==> src/rtl/csm_dual_port_mem.sv <==
// rtl/csm_dual_port_mem.sv - two-port shared register-file memory with per-address hold table
module csm_dual_port_mem #(
   parameter int DATA_W = 8,
   parameter int ADDR_W = 2
) (
   input  logic                       clk,
   input  logic                       reset_n,
   input  logic                       a_req,
   input  logic [2:0]                 a_op,
   input  logic [ADDR_W-1:0]          a_addr,
   input  logic [DATA_W-1:0]          a_wdata,
   output logic                       a_ack,
   output logic                       a_err,
   output logic [DATA_W-1:0]          a_rdata,
   input  logic                       b_req,
   input  logic [2:0]                 b_op,
   input  logic [ADDR_W-1:0]          b_addr,
   input  logic [DATA_W-1:0]          b_wdata,
   output logic                       b_ack,
   output logic                       b_err,
   output logic [DATA_W-1:0]          b_rdata,
   output logic [2*(2**ADDR_W)-1:0]   owner
);

   localparam int DEPTH = 2**ADDR_W;

   localparam logic [2:0] OP_NOP  = 3'b000;
   localparam logic [2:0] OP_RD   = 3'b001;
   localparam logic [2:0] OP_WR   = 3'b010;
   localparam logic [2:0] OP_HOLD = 3'b011;
   localparam logic [2:0] OP_REL  = 3'b100;

   localparam logic [1:0] OWN_FREE = 2'b00;
   localparam logic [1:0] OWN_A    = 2'b01;
   localparam logic [1:0] OWN_B    = 2'b10;

   logic [DATA_W-1:0] mem_q [DEPTH];
   logic [DATA_W-1:0] mem_d [DEPTH];
   logic [1:0]        own_q [DEPTH];
   logic [1:0]        own_d [DEPTH];

   logic              a_ack_q, a_ack_d, a_err_q, a_err_d;
   logic              b_ack_q, b_ack_d, b_err_q, b_err_d;
   logic [DATA_W-1:0] a_rdata_q, a_rdata_d, b_rdata_q, b_rdata_d;

   logic [1:0] a_own, b_own;
   logic       a_valid, b_valid, a_perm, b_perm, same_addr;

   always_comb begin
      mem_d     = mem_q;
      own_d     = own_q;
      a_ack_d   = 1'b0;
      a_err_d   = 1'b0;
      a_rdata_d = a_rdata_q;
      b_ack_d   = 1'b0;
      b_err_d   = 1'b0;
      b_rdata_d = b_rdata_q;

      a_valid   = a_req && (a_op != OP_NOP);
      b_valid   = b_req && (b_op != OP_NOP);
      a_own     = own_q[a_addr];
      b_own     = own_q[b_addr];
      a_perm    = (a_own == OWN_FREE) || (a_own == OWN_A);
      b_perm    = (b_own == OWN_FREE) || (b_own == OWN_B);
      same_addr = (a_addr == b_addr);

      // B is evaluated first; on a shared address A has priority, so B
      // backs off explicitly where both would otherwise succeed.
      if (b_valid) begin
         b_ack_d = 1'b1;
         case (b_op)
            OP_RD: begin
               if (b_perm) b_rdata_d = mem_q[b_addr];
               else        b_err_d   = 1'b1;
            end
            OP_WR: begin
               if (b_perm && !(a_valid && same_addr && (a_op == OP_WR) && a_perm))
                  mem_d[b_addr] = b_wdata;
               else
                  b_err_d = 1'b1;
            end
            OP_HOLD: begin
               if ((b_own == OWN_FREE) && !(a_valid && same_addr && (a_op == OP_HOLD)))
                  own_d[b_addr] = OWN_B;
               else if (b_own != OWN_B)
                  b_err_d = 1'b1;
            end
            OP_REL: begin
               if (b_own == OWN_B) own_d[b_addr] = OWN_FREE;
               else                b_err_d       = 1'b1;
            end
            default: b_err_d = 1'b1;
         endcase
      end

      if (a_valid) begin
         a_ack_d = 1'b1;
         case (a_op)
            OP_RD: begin
               if (a_perm) a_rdata_d = mem_q[a_addr];
               else        a_err_d   = 1'b1;
            end
            OP_WR: begin
               if (a_perm) mem_d[a_addr] = a_wdata;
               else        a_err_d       = 1'b1;
            end
            OP_HOLD: begin
               if (a_own == OWN_FREE)  own_d[a_addr] = OWN_A;
               else if (a_own != OWN_A) a_err_d      = 1'b1;
            end
            OP_REL: begin
               if (a_own == OWN_A) own_d[a_addr] = OWN_FREE;
               else                a_err_d       = 1'b1;
            end
            default: a_err_d = 1'b1;
         endcase
      end
   end

   always_ff @(posedge clk or negedge reset_n) begin
      if (!reset_n) begin
         for (int i = 0; i < DEPTH; i++) begin
            mem_q[i] <= '0;
            own_q[i] <= OWN_FREE;
         end
         a_ack_q   <= 1'b0;
         a_err_q   <= 1'b0;
         a_rdata_q <= '0;
         b_ack_q   <= 1'b0;
         b_err_q   <= 1'b0;
         b_rdata_q <= '0;
      end else begin
         for (int i = 0; i < DEPTH; i++) begin
            mem_q[i] <= mem_d[i];
            own_q[i] <= own_d[i];
         end
         a_ack_q   <= a_ack_d;
         a_err_q   <= a_err_d;
         a_rdata_q <= a_rdata_d;
         b_ack_q   <= b_ack_d;
         b_err_q   <= b_err_d;
         b_rdata_q <= b_rdata_d;
      end
   end

   assign a_ack   = a_ack_q;
   assign a_err   = a_err_q;
   assign a_rdata = a_rdata_q;
   assign b_ack   = b_ack_q;
   assign b_err   = b_err_q;
   assign b_rdata = b_rdata_q;

   for (genvar g = 0; g < DEPTH; g++) begin : g_owner
      assign owner[2*g+1:2*g] = own_q[g];
   end

endmodule

==> config.mk <==
export PLATFORM = sky130hd
export DESIGN_NAME = csm_dual_port_mem
export DESIGN_NICKNAME = d
export VERILOG_FILES = /design/src/rtl/csm_dual_port_mem.sv
export SDC_FILE = /design/constraint.sdc
export NUM_CORES = 1
export LEC_CHECK = 0
export ABC_AREA = 0
export ABC_CLOCK_PERIOD_IN_PS = 5800
export CAP_MARGIN = 30
export CORE_ASPECT_RATIO = 2
export CORE_MARGIN = 1
export CORE_UTILIZATION = 58
export DETAILED_ROUTE_END_ITERATION = 6
export PLACE_DENSITY = 0.89
export REMOVE_ABC_BUFFERS = 1
export SYNTH_ARGS = -nofsm -noshare
export SYNTH_HDL_FRONTEND = slang
export SYNTH_SLANG_ARGS = --single-unit
export TNS_END_PERCENT = 20
==> constraint.sdc <==
create_clock -name clk -period 5.8 [get_ports clk]
set_input_delay 1.45 -clock clk [delete_from_list [all_inputs] [get_ports clk]]
set_output_delay 1.45 -clock clk [all_outputs]
set_load 0.02 [all_outputs]
==> metrics.md <==
| Metric | Value |
|---|---|
| Family of cells with the greatest summed delay on the critical path | `simple AND/OR/NAND/NOR gates` |
| Overall routing resource usage | `0.333` |
| Remaining routing DRC violations | `4` |
| DIE HEIGHT | `113 um` |
| Die Area | `6480 sq um` |
| Cts repair resizes | `0` |
| Yosys cell types | `48` |
| CTS tree | `built` |
| Final Max Slew Viols | `0` |
| Placer Congestion | `0.967` |
| Cell area after technology mapping | `3560 sq um` |
| Total number of vias | `3,158` |
| Starting density of the core | `0.598` |
| Number of iterations in the first detailed-routing pass | `7` |
| Violations in the final reports | `design-rule violations` |
| Worst Path Required | `5.98 ns` |
| Routed length per instance | `22.2 um` |
| Number of nets in the layout | `410` |
| Buffers added on ports | `57` |
| Cell types with the largest area share after synthesis | `dfrtp_1 (42%), mux4_2 (13%), a31oi_1 (5.6%)` |
| Yosys top cell area share | `0.421` |
| Number of antenna violations at the first check in global routing | `0` |
| Setup violations, final | `0` |
| Area grow syn2layout | `24.3%` |
| Overall routed net length | `9950 um` |
| Final cycle utilization of the critical path | `0.708` |
| Synthesis warning total | `0` |
| Synth area leader | `dfrtp_1` |
| Core ar. | `5960 sq um` |
| Outcome | `complete, but fails checks` |
| Setup repair after global routing missed its margin | `no` |
| Synthesized flop and latch total | `60` |
| Count of endpoints failing hold in the final timing report | `0` |
| Insertion delay of the later-clocked pin in the worst-skew pair | `0.34 ns` |
| Leakage power | `0.00172 uW` |
| Synth Area per Inst | `10.8 sq um` |
| Clock buffer count from CTS | `9` |
| Post-synth EDFFs | `0` |
| I/O pin count | `58` |
| DP Cell Count | `430` |
| Pin count of the biggest net entering global routing | `61` |
| Reg2Reg Launch Point | `owner[6]` |
| Crit path kind | `in2reg` |
| Number of cells in the finished layout apart from fillers | `448` |
| Total power per unit cell area | `390 nW/um^2` |
| Number of buffers and inverters on the critical path | `1` |
| CP peak stage delay | `0.94 ns` |
| Global-route wire length before repair | `15,900 um` |
| Via density | `7.05` |
| Most used standard cells in the synthesized netlist | `dfrtp_1 (60), nor2_1 (38), a31oi_1 (32), o21ai_0 (29)` |
| Sum of net half-perimeters after detailed placement | `6540 um` |
| Launch point of the worst hold path | `a_rdata[0]` |
| Maximum count of clock buffers along a single path | `2` |
| Critical Path AT | `4.28 ns` |
| Most frequently used flop master after synthesis | `dfrtp_1` |
| 1st-iter DRT viols | `296` |
| Sink Count | `60` |
| Worst-case headroom to the max-slew limit | `0.351` |
| Time the worst path needs with I/O delays and setup | `4.11 ns` |
| Kind of start point of the critical path | `primary input` |
| Proportion of register bits with asynchronous set or reset after synthesis | `1.00` |
| Clock skew | `0.00599 ns` |
| Setup crit end kind | `flip-flop` |
| Root Driver | `clkbuf_16` |
| Proportion of synthesized chip area in sequential cells | `0.421` |
| GR Overflow Total | `0` |
| Transition time at the pin with the least slew margin | `0.972 ns` |
| Clock slew at the register clock pins of the worst setup and hold paths | `0.05 ns` |
| Ratio of cells with drive above 1 in the final layout | `0.171` |
| Antenna cell count | `0` |
| Highest attainable clock frequency | `0.243 GHz` |
| Filler Cells Inserted | `416` |
| Hold WC Path Type | `reg2reg` |
| Postcts setup bufs | `0` |
| Number of global-route vias before repair | `3,102` |
| Die outline width | `57.4 um` |
| Fin Setup TNS | `0 ns` |
| Crit path max-delay cell type | `clkdlybuf4s50_1` |
| Library cell with the highest instance count after synthesis | `dfrtp_1` |
| Source of the critical timing path | `b_addr[0]` |
| Placement row count | `40` |
| Biggest fanout along the worst timing path | `13` |
| Count of hold-fix buffers inserted at cts | `0` |
| Synthesized instance count | `331` |
| Post-DRT Antenna Nets | `0` |
| Maximum VDD drop | `0.262 mV` |
| Sequence of cells on the critical path | `clkdlybuf4s50_1, nor2b_1, nand4b_1, o21ai_0, a31oi_1` |
| Final hold slack | `0.485 ns` |
| H-Tree Depth | `3` |
| Reported max-cap violation count | `0` |
final timing paths:
| kind | end | slack, ns | depth (start not counted) |
|---|---|---|---|
| setup / recovery | mem_q[19] | 1.69 | 5 |
| hold / removal | a_rdata[0] | 0.48 | 1 |
| setup reg to reg | mem_q[4] | 3.46 | 4 |
| hold reg to reg | a_rdata[0] | 0.48 | 1 |
| max in group asynchronous | a_rdata[5] | 4.02 | 2 |
| min in group asynchronous | owner[0] | 1.26 | 2 |
routing by layer:
layer	vias up	global-route usage	routed length, um
li1	1377	-	-
met1	1511	0.381	3370
met2	222	0.528	5200
met3	48	0.0731	840
met4	0	0.260	544
met5	-	0	0
registers in the layout, indices dropped and copies added, names as in the netlist:
name / flops
mem_q: 32
b_rdata: 8
a_rdata: 8
a_ack: 1
a_err: 1
b_ack: 1
owner: 8
b_err: 1
power by group:
group	switching [uW]	internal (uW)	total, uW
registers	98.5	553	651
clock network	185	323	509
logic	254	311	565
kinds of logic (layout without fill, tap and decap cells):
kind of cell           count (synthesis)  in the layout  share of synthesized area
AND/OR/NAND/NOR                      117            117                      0.198
AO/OA/AOI/OAI                         87             87                      0.145
flip-flops                            60             60                      0.421
multiplexers                          36             36                      0.185
buffers and inverters                 29             83                     0.0453
XOR/XNOR                               2              2                    0.00492
layout by cell type (no fill, tap or decap), types with 2 or more instances in the layout:
master and n:
nand4_1 17, o21ai_0 29, nand3_1 20, clkbuf_16 9, or4_1 2, o31ai_1 2
nor3b_1 3, buf_4 8, nand2_1 8, mux2_1 4, mux2_2 4, clkbuf_1 3
clkbuf_8 3, mux2_4 8, xor2_1 2, nor2_1 38, nor4b_4 2, or4b_1 2
and4b_1 2, dfrtp_1 60, o31a_1 3, mux4_2 20, nor3_1 2, nand2b_1 3
a31oi_1 32, o21ai_1 12, clkdlybuf4s50_1 56, a21oi_1 3, nand4b_1 4, nor2b_1 3
stage by stage:
stage | worst slack [ns] | instance area (sq um) | total power, uW | util
floorplan | 2.13 | 3410 | 953 | -
global placement | 1.39 | 4110 | 1190 | 0.690
detailed placement | 1.36 | 4110 | 1210 | 0.690
CTS | 1.70 | 4390 | 1720 | 0.738
global route | 1.61 | 4430 | 1790 | 0.744
finish | 1.69 | 4430 | 1730 | 0.744
cell type report:
class | instances | area (sq um) | area share
clock buffers | 15 | 278 | 0.0627
multi-input cells | 242 | 1910 | 0.431
flip-flops and latches | 60 | 1500 | 0.339
clock inverters | 1 | 5.00 | 0.00113
well taps | 63 | 78.8 | 0.0178
repair buffers | 66 | 653 | 0.147
inverters | 1 | 3.75 | 0.000847
No activity file was read; power rests on OpenSTA's default activity.
